File: src/rtl/adc_scan_sequencer_if.sv
// Signal bundle linking the scan sequencer to the SPI ADC master, the scan
// controls and the downstream sample consumer.
interface adc_scan_sequencer_if #(
    parameter int NUM_CH  = 8,
    parameter int CH_BITS = 3
);
    logic               START;
    logic               CONT;
    logic [NUM_CH-1:0]  CH_MASK;
    logic               ERR_CLR;
    logic               ADC_ENA;
    logic [15:0]        ADC_DATA_MOSI;
    logic               ADC_FIN;
    logic [15:0]        ADC_DATA_MISO;
    logic [11:0]        SAMPLE;
    logic [CH_BITS-1:0] SAMPLE_CH;
    logic               SAMPLE_VALID;
    logic               BUSY;
    logic               ERR;

    modport master (
        input  START, CONT, CH_MASK, ERR_CLR, ADC_FIN, ADC_DATA_MISO,
        output ADC_ENA, ADC_DATA_MOSI, SAMPLE, SAMPLE_CH, SAMPLE_VALID, BUSY, ERR
    );

    modport slave (
        output START, CONT, CH_MASK, ERR_CLR, ADC_FIN, ADC_DATA_MISO,
        input  ADC_ENA, ADC_DATA_MOSI, SAMPLE, SAMPLE_CH, SAMPLE_VALID, BUSY, ERR
    );
endinterface

File: src/rtl/adc_scan_sequencer.sv
// Scans a masked set of ADC channels through the SPI ADC master and re-tags
// each returned sample with the channel that produced it (one-frame lag).
module adc_scan_sequencer #(
    parameter int NUM_CH     = 8,
    parameter int CH_BITS    = 3,
    parameter int ADDR_LSB   = 11,
    parameter int GAP_CYCLES = 8,
    parameter int TIMEOUT    = 255
) (
    input  logic                 SYS_CLK,
    input  logic                 RST,
    adc_scan_sequencer_if.master bus
);

    localparam int CNT_MAX = (GAP_CYCLES > TIMEOUT) ? GAP_CYCLES : TIMEOUT;
    localparam int CNT_W   = $clog2(CNT_MAX + 1);

    typedef enum logic [2:0] {
        S_IDLE,
        S_GAP,
        S_XFER,
        S_CAPTURE,
        S_RELEASE
    } state_t;

    state_t               state_q, state_d;
    logic [CNT_W-1:0]     cnt_q, cnt_d;
    logic [NUM_CH-1:0]    mask_q, mask_d;
    logic [CH_BITS-1:0]   cur_ch_q, cur_ch_d;
    logic [CH_BITS-1:0]   prev_ch_q, prev_ch_d;
    logic                 prev_valid_q, prev_valid_d;
    logic                 cont_q, cont_d;
    logic                 last_q, last_d;
    logic                 done_q, done_d;
    logic                 abort_q, abort_d;
    logic                 ena_q, ena_d;
    logic [15:0]          mosi_q, mosi_d;
    logic [11:0]          sample_q, sample_d;
    logic [CH_BITS-1:0]   sample_ch_q, sample_ch_d;
    logic                 sample_valid_q, sample_valid_d;
    logic                 err_q, err_d;
    logic                 fin_meta_q, fin_meta_d;
    logic                 fin_s_q, fin_s_d;
    logic                 timeout;
    logic [CH_BITS:0]     nxt;

    function automatic logic [CH_BITS-1:0] lowest_ch(input logic [NUM_CH-1:0] m);
        lowest_ch = '0;
        for (int i = NUM_CH - 1; i >= 0; i--) begin
            if (m[i]) lowest_ch = CH_BITS'(i);
        end
    endfunction

    // {found, index} of the lowest enabled channel strictly above cur
    function automatic logic [CH_BITS:0] next_above(input logic [NUM_CH-1:0] m,
                                                    input logic [CH_BITS-1:0] cur);
        next_above = '0;
        for (int i = NUM_CH - 1; i >= 0; i--) begin
            if (m[i] && (i > int'(cur))) next_above = {1'b1, CH_BITS'(i)};
        end
    endfunction

    always_comb begin
        state_d        = state_q;
        cnt_d          = cnt_q;
        mask_d         = mask_q;
        cur_ch_d       = cur_ch_q;
        prev_ch_d      = prev_ch_q;
        prev_valid_d   = prev_valid_q;
        cont_d         = cont_q;
        last_d         = last_q;
        done_d         = done_q;
        abort_d        = abort_q;
        ena_d          = ena_q;
        mosi_d         = mosi_q;
        sample_d       = sample_q;
        sample_ch_d    = sample_ch_q;
        sample_valid_d = 1'b0;
        err_d          = err_q;
        timeout        = 1'b0;
        fin_meta_d     = bus.ADC_FIN;
        fin_s_d        = fin_meta_q;
        nxt            = next_above(mask_q, cur_ch_q);

        case (state_q)
            S_IDLE: begin
                ena_d = 1'b0;
                if (bus.START && (bus.CH_MASK != '0)) begin
                    mask_d       = bus.CH_MASK;
                    cur_ch_d     = lowest_ch(bus.CH_MASK);
                    prev_valid_d = 1'b0;
                    cont_d       = bus.CONT;
                    last_d       = 1'b0;
                    done_d       = 1'b0;
                    abort_d      = 1'b0;
                    cnt_d        = '0;
                    state_d      = S_GAP;
                end
            end

            S_GAP: begin
                // The command word is only ever updated here, with ENA low.
                ena_d  = 1'b0;
                mosi_d = 16'(cur_ch_q) << ADDR_LSB;
                if (cnt_q != CNT_W'(GAP_CYCLES)) begin
                    cnt_d = cnt_q + 1'b1;
                end else if (abort_q) begin
                    state_d = S_IDLE;
                end else if (!fin_s_q) begin
                    ena_d   = 1'b1;
                    cnt_d   = '0;
                    state_d = S_XFER;
                end
            end

            S_XFER: begin
                if (fin_s_q) begin
                    // Result of this frame belongs to the previously addressed channel.
                    sample_d     = bus.ADC_DATA_MISO[11:0];
                    if (prev_valid_q) begin
                        sample_valid_d = 1'b1;
                        sample_ch_d    = prev_ch_q;
                    end
                    prev_ch_d    = cur_ch_q;
                    prev_valid_d = 1'b1;
                    if (last_q) begin
                        done_d = 1'b1;
                    end else if (cont_q && !bus.CONT) begin
                        done_d = 1'b1;
                    end else if (nxt[CH_BITS]) begin
                        cur_ch_d = nxt[CH_BITS-1:0];
                    end else if (cont_q) begin
                        if (bus.CH_MASK == '0) begin
                            done_d = 1'b1;
                        end else begin
                            mask_d   = bus.CH_MASK;
                            cur_ch_d = lowest_ch(bus.CH_MASK);
                        end
                    end else begin
                        // Single pass: one dummy frame re-addressing the first channel.
                        last_d   = 1'b1;
                        cur_ch_d = lowest_ch(mask_q);
                    end
                    state_d = S_CAPTURE;
                end else if (cnt_q == CNT_W'(TIMEOUT - 1)) begin
                    timeout = 1'b1;
                    ena_d   = 1'b0;
                    abort_d = 1'b1;
                    cnt_d   = '0;
                    state_d = S_GAP;
                end else begin
                    cnt_d = cnt_q + 1'b1;
                end
            end

            S_CAPTURE: begin
                ena_d   = 1'b0;
                cnt_d   = '0;
                state_d = S_RELEASE;
            end

            S_RELEASE: begin
                ena_d = 1'b0;
                if (!fin_s_q) begin
                    cnt_d   = '0;
                    state_d = done_q ? S_IDLE : S_GAP;
                end else if (cnt_q == CNT_W'(TIMEOUT - 1)) begin
                    timeout = 1'b1;
                    abort_d = 1'b1;
                    cnt_d   = '0;
                    state_d = S_GAP;
                end else begin
                    cnt_d = cnt_q + 1'b1;
                end
            end

            default: begin
                ena_d   = 1'b0;
                state_d = S_IDLE;
            end
        endcase

        // A timeout in the same cycle overrides a clear request.
        if (bus.ERR_CLR) err_d = 1'b0;
        if (timeout)     err_d = 1'b1;
    end

    always_ff @(posedge SYS_CLK or posedge RST) begin
        if (RST) begin
            state_q        <= S_IDLE;
            cnt_q          <= '0;
            mask_q         <= '0;
            cur_ch_q       <= '0;
            prev_ch_q      <= '0;
            prev_valid_q   <= 1'b0;
            cont_q         <= 1'b0;
            last_q         <= 1'b0;
            done_q         <= 1'b0;
            abort_q        <= 1'b0;
            ena_q          <= 1'b0;
            mosi_q         <= '0;
            sample_q       <= '0;
            sample_ch_q    <= '0;
            sample_valid_q <= 1'b0;
            err_q          <= 1'b0;
            fin_meta_q     <= 1'b0;
            fin_s_q        <= 1'b0;
        end else begin
            state_q        <= state_d;
            cnt_q          <= cnt_d;
            mask_q         <= mask_d;
            cur_ch_q       <= cur_ch_d;
            prev_ch_q      <= prev_ch_d;
            prev_valid_q   <= prev_valid_d;
            cont_q         <= cont_d;
            last_q         <= last_d;
            done_q         <= done_d;
            abort_q        <= abort_d;
            ena_q          <= ena_d;
            mosi_q         <= mosi_d;
            sample_q       <= sample_d;
            sample_ch_q    <= sample_ch_d;
            sample_valid_q <= sample_valid_d;
            err_q          <= err_d;
            fin_meta_q     <= fin_meta_d;
            fin_s_q        <= fin_s_d;
        end
    end

    assign bus.ADC_ENA       = ena_q;
    assign bus.ADC_DATA_MOSI = mosi_q;
    assign bus.SAMPLE        = sample_q;
    assign bus.SAMPLE_CH     = sample_ch_q;
    assign bus.SAMPLE_VALID  = sample_valid_q;
    assign bus.BUSY          = (state_q != S_IDLE);
    assign bus.ERR           = err_q;

endmodule

File: src/flat_wrapper.sv
// flat-port wrapper written by rule: the top's interface ports become plain ports
module adc_scan_sequencer_flat 
#(
    parameter int NUM_CH     = 8,
    parameter int CH_BITS    = 3,
    parameter int ADDR_LSB   = 11,
    parameter int GAP_CYCLES = 8,
    parameter int TIMEOUT    = 255
)
  (SYS_CLK, RST, bus_START, bus_CONT, bus_CH_MASK, bus_ERR_CLR, bus_ADC_FIN, bus_ADC_DATA_MISO, bus_ADC_ENA, bus_ADC_DATA_MOSI, bus_SAMPLE, bus_SAMPLE_CH, bus_SAMPLE_VALID, bus_BUSY, bus_ERR);
  adc_scan_sequencer_if #(.NUM_CH(NUM_CH), .CH_BITS(CH_BITS)) bus_i ();
  input  logic SYS_CLK;
  input  logic RST;
  input wire logic [$bits(bus_i.START)-1:0] bus_START;
  input wire logic [$bits(bus_i.CONT)-1:0] bus_CONT;
  input wire logic [$bits(bus_i.CH_MASK)-1:0] bus_CH_MASK;
  input wire logic [$bits(bus_i.ERR_CLR)-1:0] bus_ERR_CLR;
  input wire logic [$bits(bus_i.ADC_FIN)-1:0] bus_ADC_FIN;
  input wire logic [$bits(bus_i.ADC_DATA_MISO)-1:0] bus_ADC_DATA_MISO;
  output wire logic [$bits(bus_i.ADC_ENA)-1:0] bus_ADC_ENA;
  output wire logic [$bits(bus_i.ADC_DATA_MOSI)-1:0] bus_ADC_DATA_MOSI;
  output wire logic [$bits(bus_i.SAMPLE)-1:0] bus_SAMPLE;
  output wire logic [$bits(bus_i.SAMPLE_CH)-1:0] bus_SAMPLE_CH;
  output wire logic [$bits(bus_i.SAMPLE_VALID)-1:0] bus_SAMPLE_VALID;
  output wire logic [$bits(bus_i.BUSY)-1:0] bus_BUSY;
  output wire logic [$bits(bus_i.ERR)-1:0] bus_ERR;
  assign bus_i.START = bus_START;
  assign bus_i.CONT = bus_CONT;
  assign bus_i.CH_MASK = bus_CH_MASK;
  assign bus_i.ERR_CLR = bus_ERR_CLR;
  assign bus_i.ADC_FIN = bus_ADC_FIN;
  assign bus_i.ADC_DATA_MISO = bus_ADC_DATA_MISO;
  assign bus_ADC_ENA = bus_i.ADC_ENA;
  assign bus_ADC_DATA_MOSI = bus_i.ADC_DATA_MOSI;
  assign bus_SAMPLE = bus_i.SAMPLE;
  assign bus_SAMPLE_CH = bus_i.SAMPLE_CH;
  assign bus_SAMPLE_VALID = bus_i.SAMPLE_VALID;
  assign bus_BUSY = bus_i.BUSY;
  assign bus_ERR = bus_i.ERR;
  adc_scan_sequencer #(.NUM_CH(NUM_CH), .CH_BITS(CH_BITS), .ADDR_LSB(ADDR_LSB), .GAP_CYCLES(GAP_CYCLES), .TIMEOUT(TIMEOUT)) u_core (.SYS_CLK(SYS_CLK), .RST(RST), .bus(bus_i));
endmodule
File: config.mk
export PLATFORM = sky130hd
export DESIGN_NAME = adc_scan_sequencer_flat
export DESIGN_NICKNAME = d
export VERILOG_FILES = /design/src/rtl/adc_scan_sequencer_if.sv /design/src/rtl/adc_scan_sequencer.sv /design/src/flat_wrapper.sv
export SDC_FILE = /design/constraint.sdc
export NUM_CORES = 1
export LEC_CHECK = 0
export ABC_AREA = 1
export BUFFER_PORTS_ARGS = -buffer_cell sky130_fd_sc_hd__buf_4
export CORE_ASPECT_RATIO = 1.75
export CORE_MARGIN = 10
export CORE_UTILIZATION = 30
export CTS_BUF_LIST = sky130_fd_sc_hd__clkbuf_4 sky130_fd_sc_hd__clkbuf_8 sky130_fd_sc_hd__clkbuf_16
export CTS_CLUSTER_DIAMETER = 200
export DETAILED_ROUTE_END_ITERATION = 12
export PLACE_DENSITY_LB_ADDON = 0.12
export SYNTH_ARGS = -nofsm -noshare
export SYNTH_HDL_FRONTEND = slang
export SYNTH_SLANG_ARGS = --single-unit
File: constraint.sdc
create_clock -name SYS_CLK -period 1.5 [get_ports SYS_CLK]
set_input_delay 0.225 -clock SYS_CLK [delete_from_list [all_inputs] [get_ports SYS_CLK]]
set_output_delay 0.225 -clock SYS_CLK [all_outputs]
set_load 0.02 [all_outputs]
* Word-level counts from Yosys, hierarchy flattened
Cells that the tools add are included.
Storage, ports and cells: word-level logic and storage cells 170, input port bits 30, register bits 53, output and inout port bits 35
Operators by class: order comparisons 7, mux-type cells 91, add/sub/neg operators 1, eq/ne operators 24, reductions and logical operators 29
Operators by type and width (number):
- 8-bit two-way mux | 14
- 3-bit two-way mux | 30
- 8-bit case mux with 5 select lines | 1
- 1-bit two-way mux | 30
- 4-bit two-way mux | 7
- 8-bit case mux with 2 select lines | 1
- 3-bit case mux with 5 select lines | 1
- 3-bit > comparator, first input constant | 4
- 2-bit != test, second input constant | 6
- 6-bit AND reduction | 2
- 2-bit by 1-bit != test with 1-bit output, second input constant | 5
- 1-bit case mux with 2 select lines | 5
- 1-bit logical AND | 9
- 3-bit AND reduction | 3
- 8-bit by 1-bit adder with 8-bit output, second input constant | 1
- 8-bit equality test, second input constant | 1
- 8-bit zero test | 1
- 4-bit by 1-bit != test with 1-bit output, second input constant | 2
- 8-bit by 4-bit != test with 1-bit output, second input constant | 1
- 8-bit AND reduction | 1
- 8-bit nonzero test | 1
- 3-bit by 2-bit equality test with 1-bit output, second input constant | 2
- 2-bit by 3-bit > comparator with 1-bit output, first input constant | 2
- 3-bit != test, second input constant | 2
- other kinds (16) | 20

* Logic depth before layout (Yosys ltp)
Gate-level depths: netlist of the first run.
depth in word-level cells 15, depth in mapped cells 12, mapped depth without buffers 12

* Worst setup path after synthesis of the first run
Ideal clock, no wire load.
path kind register to register, from reg u_core.cnt_q[0], to reg u_core.cnt_q[4], data required time 1374 ps, data arrival time 1345 ps, period minus slack after synthesis 1471 ps, slack 29 ps, cell stages (with the launch flop) 9, setup time 126 ps, buffers on the path 1, path through dfrtp_1 -> inv_1 -> ha_1 -> nand3_1 -> nor2_1 -> a31oi_4 -> buf_6 -> nand2_1 -> o21ai_0
On the way: word-level cells in the longest chain between the ends 4, elaborated cells on any way between the ends 11, classes of those cells add/sub (1); eq/ne (4); mux (5); reduce/logical (1)
Ends and longest elaborated chain:
- from (decl) | line adc_scan_sequencer.sv:27 | logic [CNT_W-1:0] cnt_q, cnt_d;
- from (signal assigned) | line adc_scan_sequencer.sv:210 | cnt_q <= cnt_d;
- 8-bit by 1-bit adder with 8-bit output or 8-bit equality test (tied branches)
- 8-bit two-way mux | line adc_scan_sequencer.sv:145, adc_scan_sequencer.sv:167
- 8-bit two-way mux (on tied branches) | line adc_scan_sequencer.sv:164, adc_scan_sequencer.sv:117
- 8-bit case mux with 5 select lines | line adc_scan_sequencer.sv:85 | case (state_q)
Several ways; a longest one is shown, not always the timed one. The select of a mux whose other input is x is not followed. A chain may end at the register's enable or synchronous reset.

* Worst setup path in the final report of the first run
from reg u_core.cur_ch_q[2], to reg u_core.mask_q[5]
On the way: word-level cells in the longest chain between the ends 11, elaborated cells on any way between the ends 23, classes of those cells order compare (7); eq/ne (1); mux (7); reduce/logical (8)
Ends and longest elaborated chain:
- from (decl) | line adc_scan_sequencer.sv:29 | logic [CH_BITS-1:0] cur_ch_q, cur_ch_d;
- from (signal assigned) | line adc_scan_sequencer.sv:212 | cur_ch_q <= cur_ch_d;
- 3-bit > comparator | line adc_scan_sequencer.sv:59 | if (m[i] && (i > int'(cur))) next_above = {1'b1, CH_BITS'(i)};
- 1-bit logical AND | line adc_scan_sequencer.sv:59
- 4-bit two-way mux (6 in series) | line adc_scan_sequencer.sv:59
- 4-bit two-way mux (*) | line adc_scan_sequencer.sv:59
- 2-bit != test (no line) (*)
- 8-bit AND reduction (no line) (*)
- to (signal assigned) | line adc_scan_sequencer.sv:211 | mask_q <= mask_d;
- to (decl) | line adc_scan_sequencer.sv:28 | logic [NUM_CH-1:0] mask_q, mask_d;
Every way passes the cells marked *; elsewhere a longest branch is shown, timed or not.

==> results of run 1 <==
[report_power, final]
part | internal, W | switching [W] | total [W] | leakage (nW)
Sequential | 0.00144 | 0.00000407 | 0.00144 | 0.608
Combinational | 0.0000881 | 0.000122 | 0.000211 | 1.69
Clock | 0.000657 | 0.000532 | 0.00119 | 0.0690
[per-layer routing]
layer	routed length (µm)	vias up	track usage [%]	share of wire, %
met5	0	-	0	0
met4	369	0	6.77	4.0
met3	240	21	1.96	2.6
met2	5450	59	24.7	59
met1	3230	1419	11.0	35
li1	-	1555	-	-
[worst max path at each step]
| stage | slack, ns | cells after the start | end | start |
|---|---|---|---|---|
| final | -0.05 | 9 | u_core.mask_q[5]$_DFFE_PP0P_ | u_core.cur_ch_q[2]$_DFFE_PP0P_ |
| after global routing | -0.15 | 9 | u_core.cur_ch_q[0]$_DFFE_PP0P_ | u_core.state_q[0]$_DFFE_PP0P_ |
| after CTS | -0.06 | 5 | bus_BUSY | u_core.state_q[1]$_DFFE_PP0P_ |
| after detailed placement | -0.25 | 12 | u_core.cnt_q[1]$_DFFE_PP0P_ | bus_CH_MASK[6] |
| after global placement | -0.22 | 12 | u_core.cnt_q[1]$_DFFE_PP0P_ | bus_CH_MASK[6] |
| after floorplan | 0.03 | 8 | u_core.cnt_q[4]$_DFFE_PP0P_ | u_core.cnt_q[0]$_DFFE_PP0P_ |
[what timing repair did]
action                                  CTS  global route
cloned                                    1             1
endpoints found under the hold margin     0             0
pin swaps                                22            34
resized for setup                        70            62
endpoints found under the setup margin   27            35
setup buffers                             9            10
[kinds of logic (layout without fill, tap and decap cells)]
kind of cell | after synthesis | in the layout
xor gates and xnor gates | 4 | 4
other | 1 | 13
DFF | 53 | 53
and+or+nand+nor | 220 | 221
buffers and inverters | 81 | 204
AOI/OAI and AO/OA | 55 | 55
adders and majority gates | 3 | 3
[synth_stat cells, drive strengths merged]
master and number:
o22ai 1, conb 1, clkbuf 5, o2111ai 1, nand4 8, dfrtp 53
nand3 38, o21ai 38, buf 17, inv 57, nor3 2, xor2 4
nor2 34, o211ai 4, a31oi 2, clkinv 2, a21oi 9, nand2 137
nand3b 1, ha 3
[per-stage QoR]
stage	setup WS, ns	instances	util (%)
3_3_place_gp	-0.221	652	39.8
2_1_floorplan	0.0294	429	-
4_1_cts	-0.0556	669	44.5
3_5_place_dp	-0.250	652	39.8
6_report	-0.0468	680	47.4
5_1_grt	-0.148	680	47.4
[placed cells by master (no fill, tap or decap), types with 2 or more instances in the layout]
cell type   netlist  final
nor2_1           27     13
clkbuf_16         0      5
a21oi_2           0      3
o21ai_1           4     12
o211ai_1          4      4
ha_4              0      3
inv_2             7     15
a21oi_1           9      6
dfrtp_1          53     45
o21ai_2           8      9
dfrtp_2           0      8
nor2_4            3     18
inv_1            50     40
nand2_4           1      3
o21ai_0          26     17
clkinvlp_4        0      4
nand2_1         132    114
buf_12            0      2
nor2_2            4      3
nand3_4           1      6
nand2_2           4     20
xor2_2            0      2
buf_4            14    115
conb_1            1     13
buf_6             2     20
nand3_2           2      8
nand4_1           8      8
nand3_1          35     25
[critical path: stages, from the launching register on]
cell,delay [ns]
dfrtp_2,0.45
nor2_1,0.09
inv_1,0.09
nand2_2,0.09
nor2_4,0.18
nand3_4,0.11
nand2_4,0.12
nand3_4,0.14
nand2_1,0.11
o21ai_2,0.05
[cell type report]
cell class | instances | area (µm²)
fillers | 1037 | 5350
multi-input cells | 296 | 1810
flip-flops and latches | 53 | 1340
repair buffers | 137 | 1130
inverters | 59 | 236
well taps | 127 | 159
clock buffers | 6 | 139
clock inverters | 1 | 7.51
repair inverters | 1 | 7.51
[flip-flops by register name, indices dropped and copies added (netlist names), 3 cells and up]
signal	count
u_core.prev_ch_q	3
u_core.bus.SAMPLE	12
u_core.cur_ch_q	3
u_core.bus.SAMPLE_CH	3
u_core.mask_q	8
u_core.cnt_q	8
u_core.state_q	3
u_core.bus.ADC_DATA_MOSI	3
==> flow_summary.json, run 1 <==
{
  "ys_seq_area_share_pct": 42.8,
  "fp.dieW_um": 96.8,
  "antenna_found_initial": 0,
  "cp_max_fo": 8,
  "netlist_area_mm2": 0.00310,
  "grt_pass1_vias": 3245,
  "cp.arrival_ns": 1.73,
  "fin_worst_skew_ns": 0.0106,
  "routed_wl_um": 9290,
  "grt_pass1_wl_um": 15200,
  "avgSynthCellArea_um2": 7.43,
  "grt_overflow": 0,
  "maxCapViolCount": 0,
  "die_h_um": 154,
  "rsz0062_at_grt": "yes",
  "r2r-start": "u_core.cur_ch_q[2]$_DFFE_PP0P_",
  "cp-start-kind": "flip-flop",
  "portBuffers": 47,
  "fin_area_mm2": 0.00482,
  "hold_buffers": 0,
  "power_w": 0.00284,
  "syn_inst": 417,
  "yosysTopAreaCell": "dfrtp_1",
  "fin_ws_ns": -0.0468,
  "fin_crit_sh_pct": 103,
  "yosys_register_bits": 53,
  "via_per_inst": 4.49,
  "cts.sinks": 53,
  "cts.path.max_buffers": 2,
  "fin_crit_ns": 1.55,
  "n_antenna_cell": 0,
  "io_pins": 65,
  "ir_drop_v": 0.000562,
  "fin_setup_tns_ns": -0.419,
  "h-tree-depth": 2,
  "fin_hold_ws_ns": -0.00505,
  "rr_endpoint": "u_core.mask_q[5]$_DFFE_PP0P_",
  "rows": 49,
  "final_nets": 586,
  "clk_latency_ns": 0.30,
  "regToRegSetupSlack_ns": -0.05,
  "drtIter0Drc": 96,
  "wl_per_cell_um": 13.7,
  "synthDistinctLibCells": 33,
  "cp-end-kind": "flip-flop",
  "ys_warn_count": 0,
  "numCtsBuffers": 5,
  "design.core.area_mm2": 0.0102,
  "num_vias": 3054,
  "p_per_area_mw_per_mm2": 589,
  "violations": "negative hold slack, negative setup slack",
  "synth.top_cell.area_share_pct": 42.8,
  "cts.clk_slew.worst_paths_ns": 0.07,
  "synth_xor_area_share_pct": 1.13,
  "hold_viol": 8,
  "synthMuxAreaShare_pct": 0,
  "hold_path.class": "in2async",
  "area_growth_pct": 55.8,
  "synthTopCellsByArea": "dfrtp_1, nand2_1, inv_1",
  "drc": 0,
  "placed_area_mm2": 0.00405,
  "place_congestion": 0.804,
  "die_area_mm2": 0.0149,
  "drive_gt1_share_pct": 45.4,
  "initial_core_util_pct": 30.4,
  "leakage_nw": 2.37,
  "cts_root_buf": "clkbuf_16",
  "synthSimpleGateAreaFrac_pct": 31.8,
  "cts_tree": "done",
  "ant_nets": 0,
  "setup_viol": 12,
  "first_pass_iters": 6,
  "grt_max_degree": 54,
  "fmax_mhz": 646,
  "synth_compound_area_share_pct": 10.9,
  "crit_type": "reg2reg",
  "crit_required_ns": 1.69,
  "hpwl_um": 6930,
  "synth_top_family_by_area": "simple AND/OR/NAND/NOR gates",
  "track_usage_pct": 12.3,
  "maxSlewViolCount": 0,
  "outcome": "complete, but fails checks",
  "synth_adder_area_share_pct": 1.21,
  "r2r_cells": 9
}
No activity file was read; power rests on OpenSTA's default activity.
==> inputs of run 2 (changes only) <==
BUFFER_PORTS_ARGS = default   (was -buffer_cell sky130_fd_sc_hd__buf_4)
DONT_BUFFER_PORTS = 1   (was default)
clock period = 1.6 ns   (was 1.5 ns; I/O delays follow)
==> run 2 against run 1 <==
  * The run now ends clean
  * Largest power group unchanged
  * Worst setup slack gained 0.066 ns
  * Core utilization shrank 7.3 points
  * Critical path depth is the same
  * Sequential cell count is the same
==> flow_summary.json, run 2 (synthesized netlist as in run 1, its figures left out) <==
{
  "outcome": "completed",
  "fmax_mhz": 633,
  "layout_common_cells": "nand2_1, buf_4, inv_1",
  "wl_per_cell_um": 14.3,
  "fin_ws_ns": 0.0193,
  "place_congestion": 0.852,
  "rsz0062_at_grt": "yes",
  "antenna_found_initial": 0,
  "die_area_mm2": 0.0149,
  "ant_nets": 0,
  "fin_crit_sh_pct": 98.8,
  "rows": 49,
  "hpwl_um": 6490,
  "rr_endpoint": "u_core.mask_q[7]$_DFFE_PP0P_",
  "hold_end": "u_core.bus.ERR$_DFFE_PP0P_",
  "layout_commonest_cell": "nand2_1",
  "grt_pass1_vias": 2866,
  "num_vias": 2725,
  "multi_input_area_mm2": 0.00167,
  "initial_core_util_pct": 30.4,
  "ir_drop_v": 0.000417,
  "hold_viol": 0,
  "drc": 0,
  "n_antenna_cell": 0,
  "grt_pass1_wl_um": 14000,
  "cts.clk_slew.worst_paths_ns": 0.07,
  "drtIter0Drc": 84,
  "cts.path.max_buffers": 2,
  "cts_root_buf": "clkbuf_16",
  "cp-end-kind": "flip-flop",
  "cp_max_fo": 8,
  "fin_hold_ws_ns": 0.0432,
  "r2r-start": "u_core.cur_ch_q[2]$_DFFE_PP0P_",
  "regArea_mm2": 0.00134,
  "maxSlewViolCount": 0,
  "grt_max_degree": 31,
  "maxCapViolCount": 0,
  "final_nets": 510,
  "first_pass_iters": 4,
  "cp-start-kind": "flip-flop",
  "regToRegSetupSlack_ns": 0.02,
  "largest_reg_flops": 12,
  "fp.dieW_um": 96.8,
  "fin_crit_ns": 1.58,
  "routed_wl_um": 8660,
  "fin_worst_skew_ns": 0.00409,
  "io_pins": 65,
  "num-fill-cells": 1111,
  "via_per_inst": 4.50,
  "r2r_cells": 9,
  "drive_gt1_share_pct": 32.2,
  "h-tree-depth": 2,
  "die_h_um": 154,
  "fin_setup_tns_ns": 0,
  "crit_required_ns": 1.79,
  "cts_tree": "done",
  "crit_type": "reg2reg",
  "grt_overflow": 0,
  "numCtsBuffers": 5,
  "p_per_area_mw_per_mm2": 685,
  "holdPathStages": 1,
  "area_growth_pct": 31.7,
  "portBuffers": 0,
  "hold_path.class": "in2reg",
  "leakage_nw": 1.98,
  "clk_latency_ns": 0.30,
  "track_usage_pct": 11.3,
  "cts.sinks": 53,
  "setup_viol": 0,
  "design.core.area_mm2": 0.0102,
  "cp.arrival_ns": 1.77,
  "dp_slack_ns": -0.126,
  "min_from": "bus_ERR_CLR"
}
==> run 2: changes by cell type in the layout (fill, tap and decap cells not counted), moves of 5 or more <==
cell / delta
buf_4: -62
inv_1: +7
nor2_1: +5
o21ai_1: -7
inv_2: -6
nor2_4: -6
o21ai_0: +6
buf_6: -14
==> run 2: final cells by class <==
class	count	share of cell area, %
clock buffer	6	3.41
clock inverter	2	0.921
inverter	59	5.65
multi-input combinational	296	41.0
sequential	53	32.8
tap	127	3.90
timing repair buffer	62	12.4
==> run 2: worst max path at each step <==
stage | slack (ns) | endpoint | startpoint
floorplan | 0.07 | u_core.abort_q$_DFFE_PP0P_ | RST
global placement | -0.09 | u_core.mask_q[5]$_DFFE_PP0P_ | u_core.cur_ch_q[2]$_DFFE_PP0P_
detailed placement | -0.13 | u_core.mask_q[5]$_DFFE_PP0P_ | u_core.cur_ch_q[2]$_DFFE_PP0P_
CTS | 0.000005 | u_core.cur_ch_q[0]$_DFFE_PP0P_ | u_core.cur_ch_q[2]$_DFFE_PP0P_
global route | -0.07 | u_core.mask_q[7]$_DFFE_PP0P_ | u_core.cur_ch_q[2]$_DFFE_PP0P_
finish | 0.02 | u_core.mask_q[7]$_DFFE_PP0P_ | u_core.cur_ch_q[2]$_DFFE_PP0P_
==> run 2: where the power goes <==
group / internal (W) / switching (W)
Clock: 0.000782 / 0.000516
Sequential: 0.00135 / 0.00000366
Combinational: 0.0000442 / 0.000103
Total: 0.00217 / 0.000622
==> run 2: what timing repair did <==
item	4_1_cts	5_1_grt
cloned	1	0
pin swaps	1	25
endpoints found under the hold margin	37	0
buffers inserted	4	10
hold buffers	2	0
endpoints found under the setup margin	18	26
resized for setup	9	69
==> run 2: worst max-delay path, cell delays in order, from the launching register on <==
cell,delay [ns]
dfrtp_2,0.49
o21ai_2,0.09
nand2_1,0.09
nand2_2,0.08
nor2_4,0.15
nand3_2,0.12
nand2_4,0.13
nand3_4,0.16
nand2_2,0.12
o21ai_2,0.05
==> run 2: layer usage <==
| layer | vias to the layer above | share of wire (%) | track usage (%) |
|---|---|---|---|
| li1 | 1410 | - | - |
| met1 | 1264 | 36 | 10.6 |
| met2 | 38 | 59 | 22.2 |
| met3 | 13 | 2.8 | 2.23 |
| met4 | 0 | 2.3 | 5.65 |
| met5 | - | 0 | 0 |
==> run 2: per-stage QoR <==
| stage | utilization (%) | total power (W) | std cells | instance area [µm²] |
|---|---|---|---|---|
| floorplan | - | 0.00149 | 429 | 3140 |
| global placement | 34.5 | 0.00152 | 580 | 3510 |
| detailed placement | 34.5 | 0.00152 | 580 | 3510 |
| CTS | 37.0 | 0.00284 | 595 | 3760 |
| global route | 40.1 | 0.00291 | 605 | 4080 |
| finish | 40.1 | 0.00279 | 605 | 4080 |
